--- config.mk ---
export PLATFORM = sky130hd
export DESIGN_NAME = wb_mmio_unit
export DESIGN_NICKNAME = d
export VERILOG_FILES = /design/src/rtl/wb_mmio_unit_pkg.sv /design/src/rtl/wb_mmio_unit_load_extract.sv /design/src/rtl/wb_mmio_unit.sv
export SDC_FILE = /design/constraint.sdc
export NUM_CORES = 1
export LEC_CHECK = 0
export BUFFER_PORTS_ARGS = -buffer_cell sky130_fd_sc_hd__buf_4
export CAP_MARGIN = 15
export CORE_AREA = 4 4 148 150
export DETAILED_ROUTE_END_ITERATION = 12
export DIE_AREA = 0 0 152 154
export PLACE_DENSITY = 0.66
export SYNTH_ARGS = -nofsm -noshare
export SYNTH_HDL_FRONTEND = slang
export SYNTH_SLANG_ARGS = --single-unit
--- constraint.sdc ---
create_clock -name clk -period 2.5 [get_ports clk]
set_input_delay 0.25 -clock clk [delete_from_list [all_inputs] [get_ports clk]]
set_output_delay 0.25 -clock clk [all_outputs]
set_load 0.005 [all_outputs]
--- src/rtl/wb_mmio_unit_pkg.sv ---
// Shared encodings for the writeback/MMIO stage:
// opcodes, load funct3 codes, writeback select and FSM states.
package wb_mmio_unit_pkg;

  localparam logic [6:0] OP_REG    = 7'b0110011;
  localparam logic [6:0] OP_IMM    = 7'b0010011;
  localparam logic [6:0] OP_LUI    = 7'b0110111;
  localparam logic [6:0] OP_AUIPC  = 7'b0010111;
  localparam logic [6:0] OP_JAL    = 7'b1101111;
  localparam logic [6:0] OP_JALR   = 7'b1100111;
  localparam logic [6:0] OP_LOAD   = 7'b0000011;
  localparam logic [6:0] OP_STORE  = 7'b0100011;
  localparam logic [6:0] OP_BRANCH = 7'b1100011;

  localparam logic [2:0] F3_LB  = 3'b000;
  localparam logic [2:0] F3_LH  = 3'b001;
  localparam logic [2:0] F3_LW  = 3'b010;
  localparam logic [2:0] F3_LBU = 3'b100;
  localparam logic [2:0] F3_LHU = 3'b101;

  typedef enum logic [1:0] {
    WB_ALU,
    WB_MEM,
    WB_PC4,
    WB_NONE
  } wb_sel_e;

  typedef enum logic [1:0] {
    ST_IDLE,
    ST_WAIT,
    ST_RESP
  } state_e;

  function automatic wb_sel_e wb_class(
    input logic [6:0] op
  );
    wb_sel_e s;
    unique case (1'b1)
      (op == OP_REG),
      (op == OP_IMM),
      (op == OP_LUI),
      (op == OP_AUIPC): s = WB_ALU;
      (op == OP_JAL),
      (op == OP_JALR):  s = WB_PC4;
      (op == OP_LOAD):  s = WB_MEM;
      default:          s = WB_NONE;
    endcase
    return s;
  endfunction

  function automatic logic misaligned(
    input logic [2:0] f3,
    input logic [1:0] off
  );
    logic m;
    unique case (f3)
      F3_LH, F3_LHU: m = off[0];
      F3_LW:         m = (off != 2'b00);
      default:       m = 1'b0;
    endcase
    return m;
  endfunction

endpackage

--- src/rtl/wb_mmio_unit_load_extract.sv ---
// Byte/half/word selection and extension of a load word,
// plus the alignment check for the access size.
module load_extract
  import wb_mmio_unit_pkg::*;
#(
  parameter int XLEN = 32
) (
  input  logic [2:0]      funct3,
  input  logic [1:0]      off,
  input  logic [XLEN-1:0] raw,
  output logic [XLEN-1:0] ext,
  output logic            misalign
);

  logic [7:0]  b;
  logic [15:0] h;

  assign b = raw[{off, 3'b000} +: 8];
  assign h = off[1] ? raw[31:16] : raw[15:0];

  always_comb begin
    ext = raw;
    unique case (funct3)
      F3_LB:  ext = {{(XLEN-8){b[7]}}, b};
      F3_LBU: ext = {{(XLEN-8){1'b0}}, b};
      F3_LH:  ext = {{(XLEN-16){h[15]}}, h};
      F3_LHU: ext = {{(XLEN-16){1'b0}}, h};
      default: ext = raw;
    endcase
  end

  assign misalign = misaligned(funct3, off);

endmodule

--- src/rtl/wb_mmio_unit.sv ---
// Registered writeback stage: ALU/PC+4/DMEM/MMIO select,
// load extraction, and a timed MMIO read handshake.
module wb_mmio_unit
  import wb_mmio_unit_pkg::*;
#(
  parameter int XLEN        = 32,
  parameter int N_DEV       = 2,
  parameter int DEV_LSB     = 4,
  parameter int TIMEOUT_CYC = 255
) (
  input  logic                  clk,
  input  logic                  rst_n,
  input  logic                  in_valid,
  output logic                  in_ready,
  input  logic [31:0]           in_inst,
  input  logic [XLEN-1:0]       in_addr,
  input  logic [XLEN-1:0]       in_alu,
  input  logic [XLEN-1:0]       in_pc4,
  input  logic [XLEN-1:0]       dmem_dout,
  output logic [N_DEV-1:0]      mmio_req,
  output logic [XLEN-1:0]       mmio_addr,
  input  logic [N_DEV*XLEN-1:0] mmio_rdata,
  input  logic [N_DEV-1:0]      mmio_rvalid,
  output logic                  rf_we,
  output logic [4:0]            rf_waddr,
  output logic [XLEN-1:0]       rf_wdata,
  output logic                  bus_err
);

  localparam int IDXW = (N_DEV > 1) ? $clog2(N_DEV) : 1;
  localparam int CW   = $clog2(TIMEOUT_CYC + 1);

  function automatic int dev_of(
    input logic [XLEN-1:0] a
  );
    int d;
    d = 0;
    if (N_DEV > 1) d = int'(a[DEV_LSB +: IDXW]);
    return d;
  endfunction

  logic [14:0]     inst_q;
  logic [XLEN-1:0] addr_q;
  logic [XLEN-1:0] alu_q;
  logic [XLEN-1:0] pc4_q;
  logic            sv_q;

  state_e          state_q;
  state_e          state_d;
  logic [CW-1:0]   cnt_q;
  logic [CW-1:0]   cnt_d;
  logic [XLEN-1:0] rdata_q;
  logic [XLEN-1:0] rdata_d;
  logic            err_q;
  logic            err_d;

  logic            accept;
  logic            in_go;
  wb_sel_e         cls;
  int              idx;
  logic            is_mmio;
  logic            bad_idx;
  logic            rv_sel;
  logic [XLEN-1:0] rd_sel;
  logic [XLEN-1:0] raw;
  logic [XLEN-1:0] ext;
  logic            misal;
  logic            we_c;
  logic [XLEN-1:0] wd_c;
  logic            unused_inst;

  assign unused_inst = ^in_inst[31:15];

  assign in_ready = (state_q != ST_WAIT);
  assign accept   = in_valid && in_ready;

  // Only an aligned load to an existing device opens a bus transaction
  assign in_go = (in_inst[6:0] == OP_LOAD)
              && in_addr[XLEN-1]
              && !misaligned(in_inst[14:12], in_addr[1:0])
              && (dev_of(in_addr) < N_DEV);

  always_ff @(posedge clk or negedge rst_n) begin
    if (!rst_n) begin
      sv_q   <= 1'b0;
      inst_q <= '0;
      addr_q <= '0;
      alu_q  <= '0;
      pc4_q  <= '0;
    end else begin
      sv_q <= accept;
      if (accept) begin
        inst_q <= in_inst[14:0];
        addr_q <= in_addr;
        alu_q  <= in_alu;
        pc4_q  <= in_pc4;
      end
    end
  end

  assign cls     = wb_class(inst_q[6:0]);
  assign idx     = dev_of(addr_q);
  assign is_mmio = addr_q[XLEN-1];
  assign bad_idx = (idx >= N_DEV);

  always_comb begin
    rv_sel = 1'b0;
    rd_sel = '0;
    for (int i = 0; i < N_DEV; i++) begin
      if (i == idx) begin
        rv_sel = mmio_rvalid[i];
        rd_sel = mmio_rdata[i*XLEN +: XLEN];
      end
    end
  end

  assign raw = (state_q == ST_RESP) ? rdata_q : dmem_dout;

  load_extract #(
    .XLEN(XLEN)
  ) u_ext (
    .funct3  (inst_q[14:12]),
    .off     (addr_q[1:0]),
    .raw     (raw),
    .ext     (ext),
    .misalign(misal)
  );

  always_ff @(posedge clk or negedge rst_n) begin
    if (!rst_n) begin
      state_q <= ST_IDLE;
      cnt_q   <= '0;
      rdata_q <= '0;
      err_q   <= 1'b0;
    end else begin
      state_q <= state_d;
      cnt_q   <= cnt_d;
      rdata_q <= rdata_d;
      err_q   <= err_d;
    end
  end

  always_comb begin
    state_d  = state_q;
    cnt_d    = '0;
    rdata_d  = rdata_q;
    err_d    = err_q;
    mmio_req = '0;
    we_c     = 1'b0;
    wd_c     = '0;
    bus_err  = 1'b0;
    unique case (state_q)
      ST_IDLE: begin
        if (sv_q) begin
          unique case (cls)
            WB_ALU: begin
              we_c = 1'b1;
              wd_c = alu_q;
            end
            WB_PC4: begin
              we_c = 1'b1;
              wd_c = pc4_q;
            end
            WB_MEM: begin
              if (misal || (is_mmio && bad_idx)) begin
                bus_err = 1'b1;
              end else if (!is_mmio) begin
                we_c = 1'b1;
                wd_c = ext;
              end
            end
            default: ;
          endcase
        end
        if (in_valid && in_go) state_d = ST_WAIT;
      end
      ST_WAIT: begin
        cnt_d = cnt_q + CW'(1);
        for (int i = 0; i < N_DEV; i++) begin
          mmio_req[i] = (cnt_q == '0) && (i == idx);
        end
        if (rv_sel) begin
          rdata_d = rd_sel;
          err_d   = 1'b0;
          state_d = ST_RESP;
        end else if (cnt_q == CW'(TIMEOUT_CYC - 1)) begin
          err_d   = 1'b1;
          state_d = ST_RESP;
        end
      end
      ST_RESP: begin
        if (err_q) begin
          bus_err = 1'b1;
        end else begin
          we_c = 1'b1;
          wd_c = ext;
        end
        state_d = (in_valid && in_go) ? ST_WAIT : ST_IDLE;
      end
      default: state_d = ST_IDLE;
    endcase
  end

  assign rf_waddr  = inst_q[11:7];
  assign rf_we     = we_c && (inst_q[11:7] != 5'd0);
  assign rf_wdata  = rf_we ? wd_c : '0;
  assign mmio_addr = addr_q;

endmodule

==> impl_metrics.yaml <==
floorplanning:
  design.die.area_um2: 23410
  rows: 53
  initial_core_util_pct: 39.36
  chipWidth_um: 152
  core_um2: 20690
  die_h_um: 154
  num_io_pins: 303
synth:
  synth-edff-count: 0
  ys_seq_area_share_pct: 47.63
  synth.distinct_cells: 58
  synth_cells: 721
  avgSynthCellArea_um2: 11.29
  syn_area_um2: 8143
  ys_async_sr_fraction_pct: 100.0
  synth_ff_type: "dfrtp_1"
  ys_seq_elements: 155
  syn_nets: 953
  yosys_warnings: 0
cells_and_area:
  stdcell_area_um2: 12220
  nFillCells: 1789
  layout_commonest_cell: "buf_4"
  layout_common_cells: "buf_4 (311), dfrtp_1 (152), mux2_2 (110)"
  drive_above_1_share_pct: 55.24
  nets: 1269
  multi_input_area_um2: 4363
  area_growth_pct: 50.02
  regArea_um2: 3882
critical_path:
  end_kind: "output port"
  timing.rr.end: "alu_q[9]$_DFFE_PN0P_"
  r2r_start: "state_q[0]$_DFFE_PN0P_"
  critPathLaunch: "state_q[0]$_DFFE_PN0P_"
  critPathArrivalTime_ns: 2.48
  path_buf_inv: 3
  r2r_slack_ns: 0.47
  endpoint: "rf_wdata[15]"
  slowest_delay_ns: 0.45
  cpLargestDelayFamily: "compound AO/OA/AOI/OAI gates"
  path_common_cell: "buf_6"
  cp-start-kind: "flop"
  worstPathMaxFanout: 8
  cp.required_ns: 2.25
  cp.depth: 8
  critPathKind: "flop to output port"
  cp_slowest_cell: "dfrtp_2"
  cp_cell_sequence: "buf_4 > or3b_4 > o22a_1 > a41oi_2 > buf_6 > o31a_1 > o32ai_4 > buf_6"
  r2r_cells: 6
clock_network:
  cts_inserted_buffers: 17
  htree_levels: 4
  clkLatencyLatePin_ns: 0.42
  cts.sinks: 155
  cts_root_buffer: "clkbuf_16"
  clkTransAtPathRegs_ns: 0.06
  cts_max_path_buffers: 2
  tritoncts: "built"
timing:
  drv_slew: 0
  fin_crit_ns: 2.728
  layout_setup_ws_ns: -0.2279
  post-route-period-util_pct: 109.1
  rsz0062_at_grt: "yes"
  finalClockSkew_ns: 0.006124
  setup_viol: 33
  worst_pin_slew_ns: 0.5972
  fmax_mhz: 366.6
  hold_viol_final: 0
  slew_headroom_pct: 60.19
power_and_ir_drop:
  p_leak_nw: 5.463
  p_per_area_nw_per_um2: 541.5
  design_power_total_mw: 6.615
  ir_worst_vdd_v: 0.0005040
placement:
  port_buffers: 285
  post-place-ws_ns: -0.05264
  placed_area_um2: 10740
  gp_congestion: 0.8885
  dp_hpwl_um: 19890
detailed_routing:
  via_count: 7055
  drtAntennaViolNets: 0
  routedWlPerCell_um: 20.61
  drc: 0
  viasPerCell: 5.321
  firstDrtPassIters: 5
  routed_wl_um: 27330
  drtIter0Drc: 393
global_routing:
  grt_overflow_total: 0
  grt_pass1_vias: 7350
  grt_first_pass_wirelength_um: 41370
  grt_util_all_layers_pct: 22.51
  grt_max_degree: 65
  antenna_found_initial: 1
status:
  status: "finished, violations left"
  violations: "setup timing"
min_path:
  min_path_type: "primary input to flop"
job:
  cap_violations: 0
-- cell families (layout without fill, tap and decap cells) --
family | count (synthesis) | in the layout | synth area share, %
multiplexers | 160 | 160 | 22.43
adder cells (fa/ha/maj) | 3 | 3 | 0.4610
flip-flops | 155 | 155 | 47.63
XOR/XNOR | 6 | 6 | 0.6454
buffers and inverters | 68 | 397 | 4.087
AO/OA/AOI/OAI | 135 | 135 | 13.35
other | 0 | 1 | 0
AND/OR/NAND/NOR | 194 | 194 | 11.39
-- state kept, by name, summed over array words and instances, names as in the netlist --
register,cells
mmio_addr,32
alu_q,32
rdata_q,32
cnt_q,8
err_q,1
state_q,2
inst_q,15
sv_q,1
pc4_q,32
-- layout make-up --
type	count	share of cell area [%]
tap	275	2.817
clock buffer	19	3.544
sequential	155	31.78
clock inverter	13	1.096
antenna	1	0.02049
timing repair buffer	356	24.68
multi-input combinational	498	35.72
inverter	9	0.3380
-- cell usage after synthesis, drive strengths merged, types with 8 or more instances --
cell,instances,area [µm²]
nand3,9,50.05
mux2i,43,430.4
o32ai,15,191.4
clkbuf,25,93.84
nor2,61,229.0
and2,10,62.56
o22ai,8,50.05
and3,10,62.56
inv,9,33.78
nand2,66,247.7
buf,34,205.2
a32oi,15,131.4
nand2b,9,56.30
a22oi,22,165.2
mux2,110,1239
a22o,10,87.58
a21oi,36,180.2
dfrtp,155,3879
-- how the worst min path moves through the flow --
stage | from | to | slack (ns) | cells after the start
4_1_cts | in_addr[4] | mmio_addr[4]$_DFFE_PN0P_ | 0.02 | 3
3_5_place_dp | rst_n | mmio_addr[23]$_DFFE_PN0P_ | 0.18 | 1
3_3_place_gp | rst_n | mmio_addr[23]$_DFFE_PN0P_ | 0.18 | 1
6_report | in_addr[4] | mmio_addr[4]$_DFFE_PN0P_ | 0.03 | 3
2_1_floorplan | rst_n | alu_q[0]$_DFFE_PN0P_ | -0.05 | 0
5_1_grt | in_addr[12] | mmio_addr[12]$_DFFE_PN0P_ | 0.03 | 2
-- through the flow --
stage / setup TNS (ns) / utilization (%) / hold WS (ns) / std cells
floorplan: 0 / - / -0.04559 / 721
global placement: 0 / 51.89 / 0.1768 / 1256
detailed placement: -0.3240 / 51.89 / 0.1757 / 1256
CTS: -3.637 / 56.80 / 0.02474 / 1315
global route: -7.718 / 59.04 / 0.02993 / 1326
finish: -4.411 / 59.04 / 0.03364 / 1326
-- worst min-delay path: stages --
cell and delay, ns:
buf_4 0.08, nand2_1 0.03, o21ai_0 0.06
-- report_power, final --
group / total, mW / leakage [nW] / switching (mW) / internal [mW]
sequential: 2.86 / 1.85 / 0.137 / 2.73
combinational: 1.23 / 3.34 / 0.527 / 0.704
clock: 2.52 / 0.273 / 1.12 / 1.40
total: 6.61 / 5.46 / 1.78 / 4.83
-- what timing repair did --
action                     in CTS  in global routing
hold buffers                    1                  0
gates cloned                    1                  3
setup endpoints to repair      33                 33
setup buffers                  25                  7
pin swaps                      13                 16
resized for setup              38                 67
hold endpoints to repair       33                  0
-- routing by layer --
metal,track usage (%),up-vias,share of wire (%)
li1,-,3277,-
met1,29.38,3438,42
met2,35.35,295,48
met3,7.402,45,7.8
met4,7.877,0,2.9
met5,0,-,0
(Power assumes the default switching activity.)
